===== src/rtl/div_scheduler_if.sv =====
// rtl/div_scheduler_if.sv - requester-side bus of the shared divider scheduler
interface div_scheduler_if #(
    parameter int NREQ = 4,
    parameter int CW   = 22
);
    logic [NREQ-1:0]    req;
    logic [NREQ*CW-1:0] period;
    logic [NREQ-1:0]    grant;
    logic [NREQ-1:0]    done;
    logic               busy;
    logic [CW-1:0]      cnt;

    modport master (
        output req, period,
        input  grant, done, busy, cnt
    );

    modport slave (
        input  req, period,
        output grant, done, busy, cnt
    );
endinterface


===== src/rtl/div_scheduler.sv =====
// rtl/div_scheduler.sv - round-robin time-sharing of one down-counter among NREQ requesters; DIVSCHED_ABORT_EN lets the owner withdraw mid-count
module div_scheduler #(
    parameter int NREQ = 4,
    parameter int CW   = 22
) (
    input  logic           clk,
    input  logic           rst,
    div_scheduler_if.slave bus
);
    localparam int IW = (NREQ > 1) ? $clog2(NREQ) : 1;

    typedef enum logic [1:0] {S_IDLE, S_COUNT, S_DONE} state_t;

    state_t          state_q, state_d;
    logic [IW-1:0]   ptr_q, ptr_d;
    logic [IW-1:0]   owner_q, owner_d;
    logic [CW-1:0]   cnt_q, cnt_d;

    logic            win_found;
    logic [IW-1:0]   win_idx;
    logic [IW-1:0]   cand_idx;
    int              cand;
    logic [CW-1:0]   win_period;
    logic [NREQ-1:0] owner_onehot;

    // Scan from highest offset down so the last hit is the nearest one after ptr_q.
    always_comb begin : arbiter
        win_found = 1'b0;
        win_idx   = '0;
        cand      = 0;
        cand_idx  = '0;
        for (int k = NREQ; k >= 1; k--) begin
            cand = int'(ptr_q) + k;
            if (cand >= NREQ) begin
                cand = cand - NREQ;
            end
            cand_idx = cand[IW-1:0];
            if (bus.req[cand_idx]) begin
                win_found = 1'b1;
                win_idx   = cand_idx;
            end
        end
    end

    always_comb begin : period_mux
        win_period = '0;
        for (int i = 0; i < NREQ; i++) begin
            if (win_idx == IW'(i)) begin
                win_period = bus.period[i*CW +: CW];
            end
        end
    end

    assign owner_onehot = {{(NREQ-1){1'b0}}, 1'b1} << owner_q;

    always_ff @(posedge clk) begin : state_reg
        if (rst) begin
            state_q <= S_IDLE;
            ptr_q   <= IW'(NREQ - 1);
            owner_q <= '0;
            cnt_q   <= '0;
        end else begin
            state_q <= state_d;
            ptr_q   <= ptr_d;
            owner_q <= owner_d;
            cnt_q   <= cnt_d;
        end
    end

    always_comb begin : next_state
        state_d = state_q;
        ptr_d   = ptr_q;
        owner_d = owner_q;
        cnt_d   = cnt_q;
        case (state_q)
            S_IDLE: begin
                if (win_found) begin
                    state_d = S_COUNT;
                    ptr_d   = win_idx;
                    owner_d = win_idx;
                    cnt_d   = (win_period == '0) ? CW'(1) : win_period;
                end
            end
            S_COUNT: begin
`ifdef DIVSCHED_ABORT_EN
                // Pointer stays on the withdrawn owner so fairness keeps advancing.
                if (!bus.req[owner_q]) begin
                    state_d = S_IDLE;
                    cnt_d   = '0;
                end else
`endif
                if (cnt_q <= CW'(1)) begin
                    state_d = S_DONE;
                    cnt_d   = '0;
                end else begin
                    cnt_d = cnt_q - CW'(1);
                end
            end
            S_DONE: begin
                state_d = S_IDLE;
            end
            default: begin
                state_d = S_IDLE;
            end
        endcase
    end

    always_comb begin : outputs
        bus.grant = '0;
        bus.done  = '0;
        bus.busy  = 1'b0;
        case (state_q)
            S_COUNT: begin
                bus.grant = owner_onehot;
                bus.busy  = 1'b1;
            end
            S_DONE: begin
                bus.done = owner_onehot;
                bus.busy = 1'b1;
            end
            default: begin
            end
        endcase
    end

    assign bus.cnt = cnt_q;
endmodule


===== src/flat_wrapper.sv =====
// flat-port wrapper written by rule: the top's interface ports become plain ports
module div_scheduler_flat 
#(
    parameter int NREQ = 4,
    parameter int CW   = 22
)
  (clk, rst, bus_req, bus_period, bus_grant, bus_done, bus_busy, bus_cnt);
  div_scheduler_if #(.NREQ(NREQ), .CW(CW)) bus_i ();
  input  logic clk;
  input  logic rst;
  input wire logic [$bits(bus_i.req)-1:0] bus_req;
  input wire logic [$bits(bus_i.period)-1:0] bus_period;
  output wire logic [$bits(bus_i.grant)-1:0] bus_grant;
  output wire logic [$bits(bus_i.done)-1:0] bus_done;
  output wire logic [$bits(bus_i.busy)-1:0] bus_busy;
  output wire logic [$bits(bus_i.cnt)-1:0] bus_cnt;
  assign bus_i.req = bus_req;
  assign bus_i.period = bus_period;
  assign bus_grant = bus_i.grant;
  assign bus_done = bus_i.done;
  assign bus_busy = bus_i.busy;
  assign bus_cnt = bus_i.cnt;
  div_scheduler #(.NREQ(NREQ), .CW(CW)) u_core (.clk(clk), .rst(rst), .bus(bus_i));
endmodule

===== config.mk =====
export PLATFORM = sky130hd
export DESIGN_NAME = div_scheduler_flat
export DESIGN_NICKNAME = d
export VERILOG_FILES = /design/src/rtl/div_scheduler_if.sv /design/src/rtl/div_scheduler.sv /design/src/flat_wrapper.sv
export SDC_FILE = /design/constraint.sdc
export NUM_CORES = 1
export LEC_CHECK = 0
export BUFFER_PORTS_ARGS = -buffer_cell sky130_fd_sc_hd__buf_4
export CAP_MARGIN = 20
export CORE_UTILIZATION = 42
export CTS_CLUSTER_SIZE = 25
export DETAILED_ROUTE_END_ITERATION = 10
export PLACE_DENSITY = 0.79
export SLEW_MARGIN = 15
export SYNTH_ARGS = -nofsm -noshare
export SYNTH_HDL_FRONTEND = slang
export SYNTH_SLANG_ARGS = --single-unit

===== constraint.sdc =====
create_clock -name clk -period 2.2 [get_ports clk]
set_input_delay 0.33 -clock clk [delete_from_list [all_inputs] [get_ports clk]]
set_output_delay 0.33 -clock clk [all_outputs]
set_load 0.02 [all_outputs]

==> flow_summary.json, run 1 <==
{
  "worstSetupPathType": "reg2reg",
  "fin_crit_sh_pct": 123.2,
  "stdcell_area_sq_um": 4772,
  "rows": 28,
  "synth-edff-count": 0,
  "tightest_slew_ns": 0.3723,
  "ys_seq_area_share_pct": 21.93,
  "setup_ws_ns": -0.5100,
  "crit_path_end_kind": "flip-flop",
  "initial_core_util_pct": 43.43,
  "start_kind": "flip-flop",
  "hold_viol": 0,
  "grt_pass1_wl_mm": 15.55,
  "async_flop_share_pct": 0,
  "num_vias": 3623,
  "num_antenna_cells": 0,
  "status": "finished, violations left",
  "die_width_um": 80.02,
  "path_buf_inv": 1,
  "core-area_sq_um": 5886,
  "antenna_found_initial": 0,
  "grt_max_degree": 29,
  "wl_per_cell_um": 19.85,
  "drt-pass1-iter-count": 5,
  "fp.dieH_um": 80.02,
  "grt-ovfl-total": 0,
  "reg2reg_from": "u_core.ptr_q[1]$_SDFFE_PP1P_",
  "numCtsBuffers": 3,
  "drcViolationCount": 0,
  "hp-class": "in2reg",
  "port_buffers": 124,
  "layout-drive-gt1-share_pct": 53.96,
  "grt_util_all_layers_pct": 31.23,
  "cts_root_buf": "clkbuf_8",
  "synth_warnings": 0,
  "synth_top_cell_by_area": "mux2i_1",
  "power.density_nw_per_um2": 1454,
  "fin_nets": 631,
  "rr_worst_depth": 9,
  "drv_cap": 0,
  "clock_path_buffers": 2,
  "crit_slowest_cell": "or4_4",
  "multi_input_area_sq_um": 2143,
  "cp.arrival_ns": 2.93,
  "r2r-end": "u_core.bus.cnt[0]$_SDFFE_PP0P_",
  "skew_ns": 0.01352,
  "required_ns": 2.42,
  "fillCellCount": 303,
  "synth_nets": 424,
  "worstPathMaxFanout": 7,
  "hold_end": "u_core.state_q[0]$_SDFFE_PP0P_",
  "fmax_mhz": 369.0,
  "leakage_nw": 2.213,
  "hpwl_mm": 6.977,
  "regArea_sq_um": 574.3,
  "yosysMostFrequentCell": "mux2i_1",
  "crit_family": "simple AND/OR/NAND/NOR gates",
  "slew_headroom_pct": 75.03,
  "gp_congestion": 0.9759,
  "fin_crit_ns": 2.710,
  "yosys_register_bits": 28,
  "postPlaceCellArea_sq_um": 4069,
  "peakVddDrop_mv": 0.9481,
  "synth_area_leaders": "mux2i_1 (22%), dfxtp_1 (22%), a21oi_1 (4.7%), nor2_1 (4.4%), o21ai_0 (4.1%)",
  "final_max_slew_viol_count": 0,
  "ctsHtreeMaxLevel": 1,
  "preCtsSetupSlack_ns": -0.3725,
  "cts_sinks": 28,
  "synthDistinctLibCells": 49,
  "syn_inst": 324,
  "whs_path_depth": 2,
  "synth_top_area_share_pct": 22.32,
  "clock_latency_ns": 0.29,
  "grt_pass1_vias": 3320,
  "drtIter0Drc": 248,
  "ff2ff_setup_slack_ns": -0.51,
  "setup_viol": 17,
  "synth_commonest_cells": "mux2i_1 (57), nor2_1 (30), dfxtp_1 (28)",
  "via_per_inst": 5.988,
  "p_total_w": 0.006937,
  "cts_tree": "done",
  "wl_mm": 12.01,
  "clk_pin_slew_worst_paths_ns": 0.11,
  "hold_start": "rst",
  "synthFlopType": "dfxtp_1",
  "violations": "negative setup slack",
  "io_pins": 125,
  "dieArea_sq_um": 6402,
  "ant_nets": 0,
  "crit_top_cell": "mux2i_1",
  "cpPeakStageDelay_ns": 0.56,
  "syn_area_per_cell_sq_um": 7.890,
  "crit_chain": "a21o_1 -> a31oi_4 -> buf_12 -> mux2i_1 -> mux2i_1 -> or4_4 -> nor4b_4 -> nand4_1 -> a211oi_2",
  "finalSetupTns_ns": -2.264,
  "netlist_area_sq_um": 2556,
  "rsz0062_at_grt": "true",
  "area_growth_pct": 86.69
}
-- flip-flops by register name, indices dropped and copies added (netlist names) --
signal / count
u_core.bus.cnt: 22
u_core.owner_q: 2
u_core.ptr_q: 2
u_core.state_q: 2
-- worst reg2reg max path, cell delays in order, from the launching register on --
cell and delay, ns:
dfxtp_4 0.39, a21o_1 0.19, a31oi_4 0.25, buf_12 0.17
mux2i_1 0.26, mux2i_1 0.14, or4_4 0.56, nor4b_4 0.30
nand4_1 0.16, a211oi_2 0.22
-- logic make-up after synthesis --
family | after synthesis | synth area share, %
fa+ha+maj | 6 | 2.937
xor+xnor | 5 | 1.713
buf+inv | 32 | 5.824
flops | 28 | 21.93
mux | 60 | 23.64
simple gates | 107 | 21.68
compound gates | 86 | 22.27
-- placed cells by master (no fill, tap or decap), types with 4 or more instances in the layout --
cell type / netlist / layout
nor2_1: 30 / 28
a21oi_1: 24 / 20
nor4_1: 9 / 6
buf_12: 0 / 4
nand2b_1: 8 / 7
mux2i_1: 57 / 48
buf_4: 2 / 198
ha_1: 6 / 6
inv_1: 10 / 9
a211oi_1: 9 / 6
a211oi_2: 1 / 4
or4_4: 0 / 4
o21ai_0: 21 / 10
nor2b_1: 7 / 7
mux2i_2: 0 / 8
buf_6: 2 / 17
a21oi_2: 0 / 4
o21ai_1: 1 / 10
nand2_1: 21 / 20
dfxtp_1: 28 / 23
nor3_1: 13 / 9
-- layer usage --
| layer | up-vias | track usage, % | wire (um) |
|---|---|---|---|
| met3 | 72 | 6.629 | 1148 |
| li1 | 1624 | - | - |
| met1 | 1679 | 35.22 | 4521 |
| met2 | 248 | 54.10 | 5697 |
| met5 | - | 0 | 0 |
| met4 | 0 | 17.68 | 640 |
-- area by class of cell --
cell class	instances	share of cell area (%)
multi-input cells	264	44.91
repair buffers	224	38.73
flip-flops and latches	28	12.03
well taps	75	1.966
clock buffers	3	0.8652
inverters	10	0.8652
clock inverters	1	0.6293
-- power by group --
group          internal (W)  switching (W)  leakage (nW)
combinational       0.00274        0.00280          1.94
clock              0.000244       0.000181        0.0357
sequential         0.000744       0.000223         0.234
-- worst max path at each step --
stage / start / end / slack [ns] / cells after the start
after global placement: bus_req[1] / u_core.bus.cnt[0]$_SDFFE_PP0P_ / -0.30 / 10
after global routing: u_core.ptr_q[1]$_SDFFE_PP1P_ / u_core.bus.cnt[0]$_SDFFE_PP0P_ / -0.63 / 10
final: u_core.ptr_q[1]$_SDFFE_PP1P_ / u_core.bus.cnt[0]$_SDFFE_PP0P_ / -0.51 / 9
after detailed placement: bus_req[1] / u_core.bus.cnt[0]$_SDFFE_PP0P_ / -0.37 / 10
after floorplan: u_core.ptr_q[1]$_SDFFE_PP1P_ / u_core.bus.cnt[0]$_SDFFE_PP0P_ / -0.11 / 9
after CTS: u_core.ptr_q[0]$_SDFFE_PP1P_ / u_core.bus.cnt[0]$_SDFFE_PP0P_ / -0.26 / 9
-- repair_timing --
| action | 4_1_cts | 5_1_grt |
|---|---|---|
| hold buffers | 0 | 0 |
| endpoints found under the setup margin | 15 | 25 |
| gates resized for setup | 38 | 51 |
| buffers inserted | 15 | 13 |
| gates cloned | 2 | 1 |
| pin swaps | 14 | 19 |
-- per-stage QoR --
step,std cells,utilization [%],hold WS [ns]
4_1_cts,592,75.89,0.4027
5_1_grt,605,81.08,0.4086
3_5_place_dp,571,69.13,0.5140
2_1_floorplan,324,-,0.4905
3_3_place_gp,571,69.13,0.5009
6_report,605,81.08,0.4044
No activity file was read; power rests on OpenSTA's default activity.
==> run 2: changes to the inputs <==
--- a/config.mk
+++ b/config.mk
@@ -9,2 +9,3 @@
 export CAP_MARGIN = 20
+export CORE_MARGIN = 2
 export CORE_UTILIZATION = 42
--- a/constraint.sdc
+++ b/constraint.sdc
@@ -3,2 +3,2 @@
 set_output_delay 0.33 -clock clk [all_outputs]
-set_load 0.02 [all_outputs]
+set_load 0.01 [all_outputs]
==> flow_summary.json, run 2 (same netlist as run 1, synthesis figures left out) <==
{
  "ant_nets": 0,
  "core-area_sq_um": 5886,
  "initial_core_util_pct": 43.43,
  "final_common_cell": "buf_4",
  "clk_pin_slew_worst_paths_ns": 0.10,
  "fin_crit_sh_pct": 110.2,
  "worstPathMaxFanout": 15,
  "rows": 28,
  "num_vias": 3341,
  "slew_headroom_pct": 71.88,
  "fin_nets": 608,
  "hpwl_mm": 7.269,
  "clock_path_buffers": 2,
  "ctsHtreeMaxLevel": 1,
  "die_width_um": 82.02,
  "drv_cap": 0,
  "path_buf_inv": 2,
  "crit_family": "simple AND/OR/NAND/NOR gates",
  "comb_power_share_pct": 78.6,
  "status": "finished, violations left",
  "num_antenna_cells": 0,
  "layout-drive-gt1-share_pct": 48.62,
  "gp_congestion": 0.9398,
  "skew_ns": 0.01518,
  "grt_pass1_vias": 3026,
  "start_kind": "flip-flop",
  "violations": "negative setup slack",
  "final_max_slew_viol_count": 0,
  "drcViolationCount": 0,
  "setup_ws_ns": -0.2242,
  "largest_reg_flops": 22,
  "worstSetupPathType": "reg2reg",
  "dieArea_sq_um": 6726,
  "ctsHoldBuffers": 0,
  "crit_slowest_cell": "or4_1",
  "whs_path_depth": 2,
  "rr_worst_depth": 10,
  "cts_sinks": 28,
  "path_depth": 10,
  "hp-class": "in2reg",
  "leakage_nw": 2.031,
  "required_ns": 2.41,
  "hold_viol": 0,
  "p_sw_share_pct": 46.28,
  "via_per_inst": 5.750,
  "cp.arrival_ns": 2.63,
  "hold_slack_ns": 0.4217,
  "seqPwrFrac_pct": 16.6,
  "grt-ovfl-total": 0,
  "port_buffers": 124,
  "p_total_w": 0.005918,
  "clock_latency_ns": 0.28,
  "cts_tree": "done",
  "grt_pass1_wl_mm": 14.02,
  "clockPowerShare_pct": 4.8,
  "antenna_found_initial": 0,
  "setup_viol": 12,
  "numCtsBuffers": 3,
  "drt-pass1-iter-count": 5,
  "io_pins": 125,
  "power.switching_w": 0.002739,
  "area_growth_pct": 70.73,
  "wl_mm": 10.07,
  "cts_root_buf": "clkbuf_8",
  "drtIter0Drc": 169,
  "grt_max_degree": 29,
  "power.density_nw_per_um2": 1356,
  "fin_crit_ns": 2.424,
  "p_int_w": 0.003179,
  "peakVddDrop_mv": 0.9379,
  "crit_chain": "nand2b_1 -> a31oi_4 -> buf_12 -> buf_4 -> mux2i_1 -> mux2i_1 -> or4_1 -> nor3_1 -> nand4_1 -> a211oi_2",
  "fmax_mhz": 412.5,
  "layout_common_cells": "buf_4 (189), mux2i_1 (56), nor2_1 (27)",
  "wl_per_cell_um": 17.34,
  "grt_util_all_layers_pct": 26.90,
  "finalSetupTns_ns": -1.071,
  "fp.dieH_um": 82.02,
  "rsz0062_at_grt": "true",
  "tightest_slew_ns": 0.4179,
  "crit_path_end_kind": "flip-flop",
  "crit_top_cell": "mux2i_1",
  "cpPeakStageDelay_ns": 0.41
}
run 2: power groups by stage:
stage	clock network, W	registers, W	logic, W
after global placement	0	0.000937	0.00389
after CTS	0.000286	0.000956	0.00416
after floorplan	0	0.00105	0.00212
after detailed placement	0	0.000948	0.00397
after global routing	0.000311	0.00101	0.00498
final	0.000283	0.000981	0.00465
run 2: worst paths after layout:
kind,from,to,slack [ns]
setup / recovery,u_core.ptr_q[1]$_SDFFE_PP1P_,u_core.bus.cnt[0]$_SDFFE_PP0P_,-0.22
hold reg to reg,u_core.ptr_q[0]$_SDFFE_PP1P_,u_core.ptr_q[0]$_SDFFE_PP1P_,0.53
hold / removal,rst,u_core.bus.cnt[13]$_SDFFE_PP0P_,0.42
setup reg to reg,u_core.ptr_q[1]$_SDFFE_PP1P_,u_core.bus.cnt[0]$_SDFFE_PP0P_,-0.22
run 2: per-layer routing:
metal	up-vias	GRT usage, %	share of wire [%]
met1	1538	33.87	38
met3	33	4.066	9.9
met2	196	46.83	50
met5	-	0	0
li1	1574	-	-
met4	0	8.667	2.7
run 2: metrics by stage:
| stage | cells | worst slack (ns) | cell area (sq um) | utilization [%] |
|---|---|---|---|---|
| global route | 581 | -0.3868 | 4364 | 74.15 |
| detailed placement | 569 | -0.3876 | 4039 | 68.62 |
| CTS | 577 | -0.2342 | 4193 | 71.24 |
| finish | 581 | -0.2242 | 4364 | 74.15 |
| floorplan | 324 | -0.07337 | 2582 | - |
| global placement | 569 | -0.3008 | 4039 | 68.62 |
run 2: cell type report:
type,instances,area [sq um]
Tap cell,75,93.84
Timing Repair Buffer,201,1584
Clock buffer,3,41.29
Multi-Input combinational cell,264,2041
Sequential cell,28,566.8
Inverter,10,37.54
Fill cell,421,1521
run 2: repair_timing:
item / in CTS / in global routing
pin swaps: 8 / 16
gates cloned: 0 / 0
resized for setup: 18 / 35
setup endpoints to repair: 14 / 22
setup buffers: 5 / 5
==> run 3: changes to the inputs <==
- ABC_CLOCK_PERIOD_IN_PS: not set -> 2200
- CORE_ASPECT_RATIO: not set -> 2
==> flow_summary.json, run 3 (same netlist as run 1, synthesis figures left out) <==
{
  "status": "finished, violations left",
  "violations": "negative setup slack",
  "clk_pin_slew_worst_paths_ns": 0.07,
  "start_kind": "flip-flop",
  "layout-drive-gt1-share_pct": 50.00,
  "multi_input_area_sq_um": 2115,
  "hold_viol": 0,
  "final_max_slew_viol_count": 0,
  "setup_ws_ns": -0.3511,
  "die_width_um": 59.17,
  "grt_max_degree": 29,
  "crit_top_cell": "mux2i_1",
  "drt-pass1-iter-count": 4,
  "fin_nets": 605,
  "fp.dieH_um": 114.3,
  "crit_chain": "nand2b_1 -> a31oi_4 -> buf_12 -> mux2i_1 -> mux2i_1 -> or4_4 -> nor3_2 -> nand4_1 -> a211oi_2",
  "drcViolationCount": 0,
  "num_vias": 3334,
  "largest_reg_flops": 22,
  "drtIter0Drc": 169,
  "fin_crit_sh_pct": 116.0,
  "cpPeakStageDelay_ns": 0.55,
  "numCtsBuffers": 3,
  "regArea_sq_um": 566.8,
  "ctsHtreeMaxLevel": 1,
  "setup_viol": 18,
  "gp_congestion": 0.8794,
  "drv_cap": 0,
  "final_common_cell": "buf_4",
  "fmax_mhz": 392.0,
  "leakage_nw": 2.095,
  "num_antenna_cells": 0,
  "grt_pass1_vias": 3193,
  "path_buf_inv": 1,
  "antenna_found_initial": 0,
  "ant_nets": 0,
  "fillCellCount": 396,
  "stdcell_area_sq_um": 4537,
  "grt_pass1_wl_mm": 14.64,
  "grt_util_all_layers_pct": 27.68,
  "hpwl_mm": 7.149,
  "peakVddDrop_mv": 0.8420,
  "worstSetupPathType": "reg2reg",
  "post-route-util_pct": 76.18,
  "dp_cells": 557,
  "dieArea_sq_um": 6764,
  "preCtsSetupSlack_ns": -0.4154,
  "io_pins": 125,
  "worstPathMaxFanout": 9,
  "area_growth_pct": 77.48,
  "hp-class": "in2reg",
  "postPlaceCellArea_sq_um": 4074,
  "crit_family": "simple AND/OR/NAND/NOR gates",
  "wl_per_cell_um": 18.10,
  "rsz0062_at_grt": "true",
  "via_per_inst": 5.880,
  "crit_path_end_kind": "flip-flop",
  "finalSetupTns_ns": -1.546,
  "cts_sinks": 28,
  "clock_latency_ns": 0.27,
  "ctsHoldBuffers": 0,
  "initial_core_util_pct": 42.92,
  "required_ns": 2.39,
  "cts_tree": "done",
  "cp.arrival_ns": 2.74,
  "layout_common_cells": "buf_4 (181), mux2i_1 (55), nor2_1 (27)",
  "port_buffers": 124,
  "core-area_sq_um": 5956,
  "tightest_slew_ns": 0.5370,
  "grt-ovfl-total": 0,
  "final_cells": 567,
  "cts_root_buf": "clkbuf_16",
  "skew_ns": 0.006039,
  "rows": 40,
  "clock_path_buffers": 2,
  "power.density_nw_per_um2": 1436,
  "slew_headroom_pct": 63.87,
  "fin_crit_ns": 2.551,
  "wl_mm": 10.26,
  "crit_slowest_cell": "or4_4"
}
==> run 3: cell count changes in the layout (fill, tap and decap cells not counted), sizes merged <==
cell,delta
buf,-4
bufinv,+1
clkbuf,+1
==> run 3: repair_timing <==
| action | 4_1_cts | 5_1_grt |
|---|---|---|
| gates cloned | 0 | 1 |
| gates resized for setup | 26 | 39 |
| pin swaps | 15 | 14 |
| endpoints found under the setup margin | 19 | 22 |
| buffers inserted | 3 | 2 |
==> run 3: power by group <==
part           internal (W)  switching [W]
Sequential         0.000738       0.000222
Clock              0.000364       0.000195
Combinational       0.00249        0.00250
Total               0.00359        0.00292
==> run 3: worst register-to-register path, stage by stage, from the launching register on <==
cell and delay, ns:
dfxtp_2 0.34, nand2b_1 0.18, a31oi_4 0.29, buf_12 0.18, mux2i_1 0.24, mux2i_1 0.13, or4_4 0.55, nor3_2 0.21
nand4_1 0.14, a211oi_2 0.20
==> run 3: area by class of cell <==
| cell class | count | share of cell area, % |
|---|---|---|
| clock buffer | 3 | 1.655 |
| clock inverter | 1 | 0.6619 |
| inverter | 10 | 0.8274 |
| multi-input combinational | 264 | 46.61 |
| sequential | 28 | 12.49 |
| tap | 63 | 1.737 |
| timing repair buffer | 198 | 36.02 |
==> run 3: metrics by stage <==
step | hold slack, ns | power, W
floorplan | 0.4877 | 0.003165
global placement | 0.4813 | 0.004921
detailed placement | 0.4903 | 0.005017
CTS | 0.4113 | 0.005888
global route | 0.4292 | 0.006883
finish | 0.4228 | 0.006514
==> run 3: metal layers <==
metal  GRT usage [%]  routed length [um]  up-vias
met5               0                   0        -
met4           10.61                 249        0
met3           3.616                 851       22
met2           52.44                5701      185
met1           29.39                3458     1561
li1                -                   -     1566
==> run 3: path summary, 6_finish.rpt <==
path                                 from                               to  slack (ns)  cells past startpoint
max          u_core.ptr_q[1]$_SDFFE_PP1P_   u_core.bus.cnt[0]$_SDFFE_PP0P_       -0.35                      9
min                                   rst  u_core.bus.cnt[16]$_SDFFE_PP0P_        0.42                      2
max reg2reg  u_core.ptr_q[1]$_SDFFE_PP1P_   u_core.bus.cnt[0]$_SDFFE_PP0P_       -0.35                      9
min reg2reg  u_core.ptr_q[1]$_SDFFE_PP1P_     u_core.ptr_q[1]$_SDFFE_PP1P_        0.51                      2
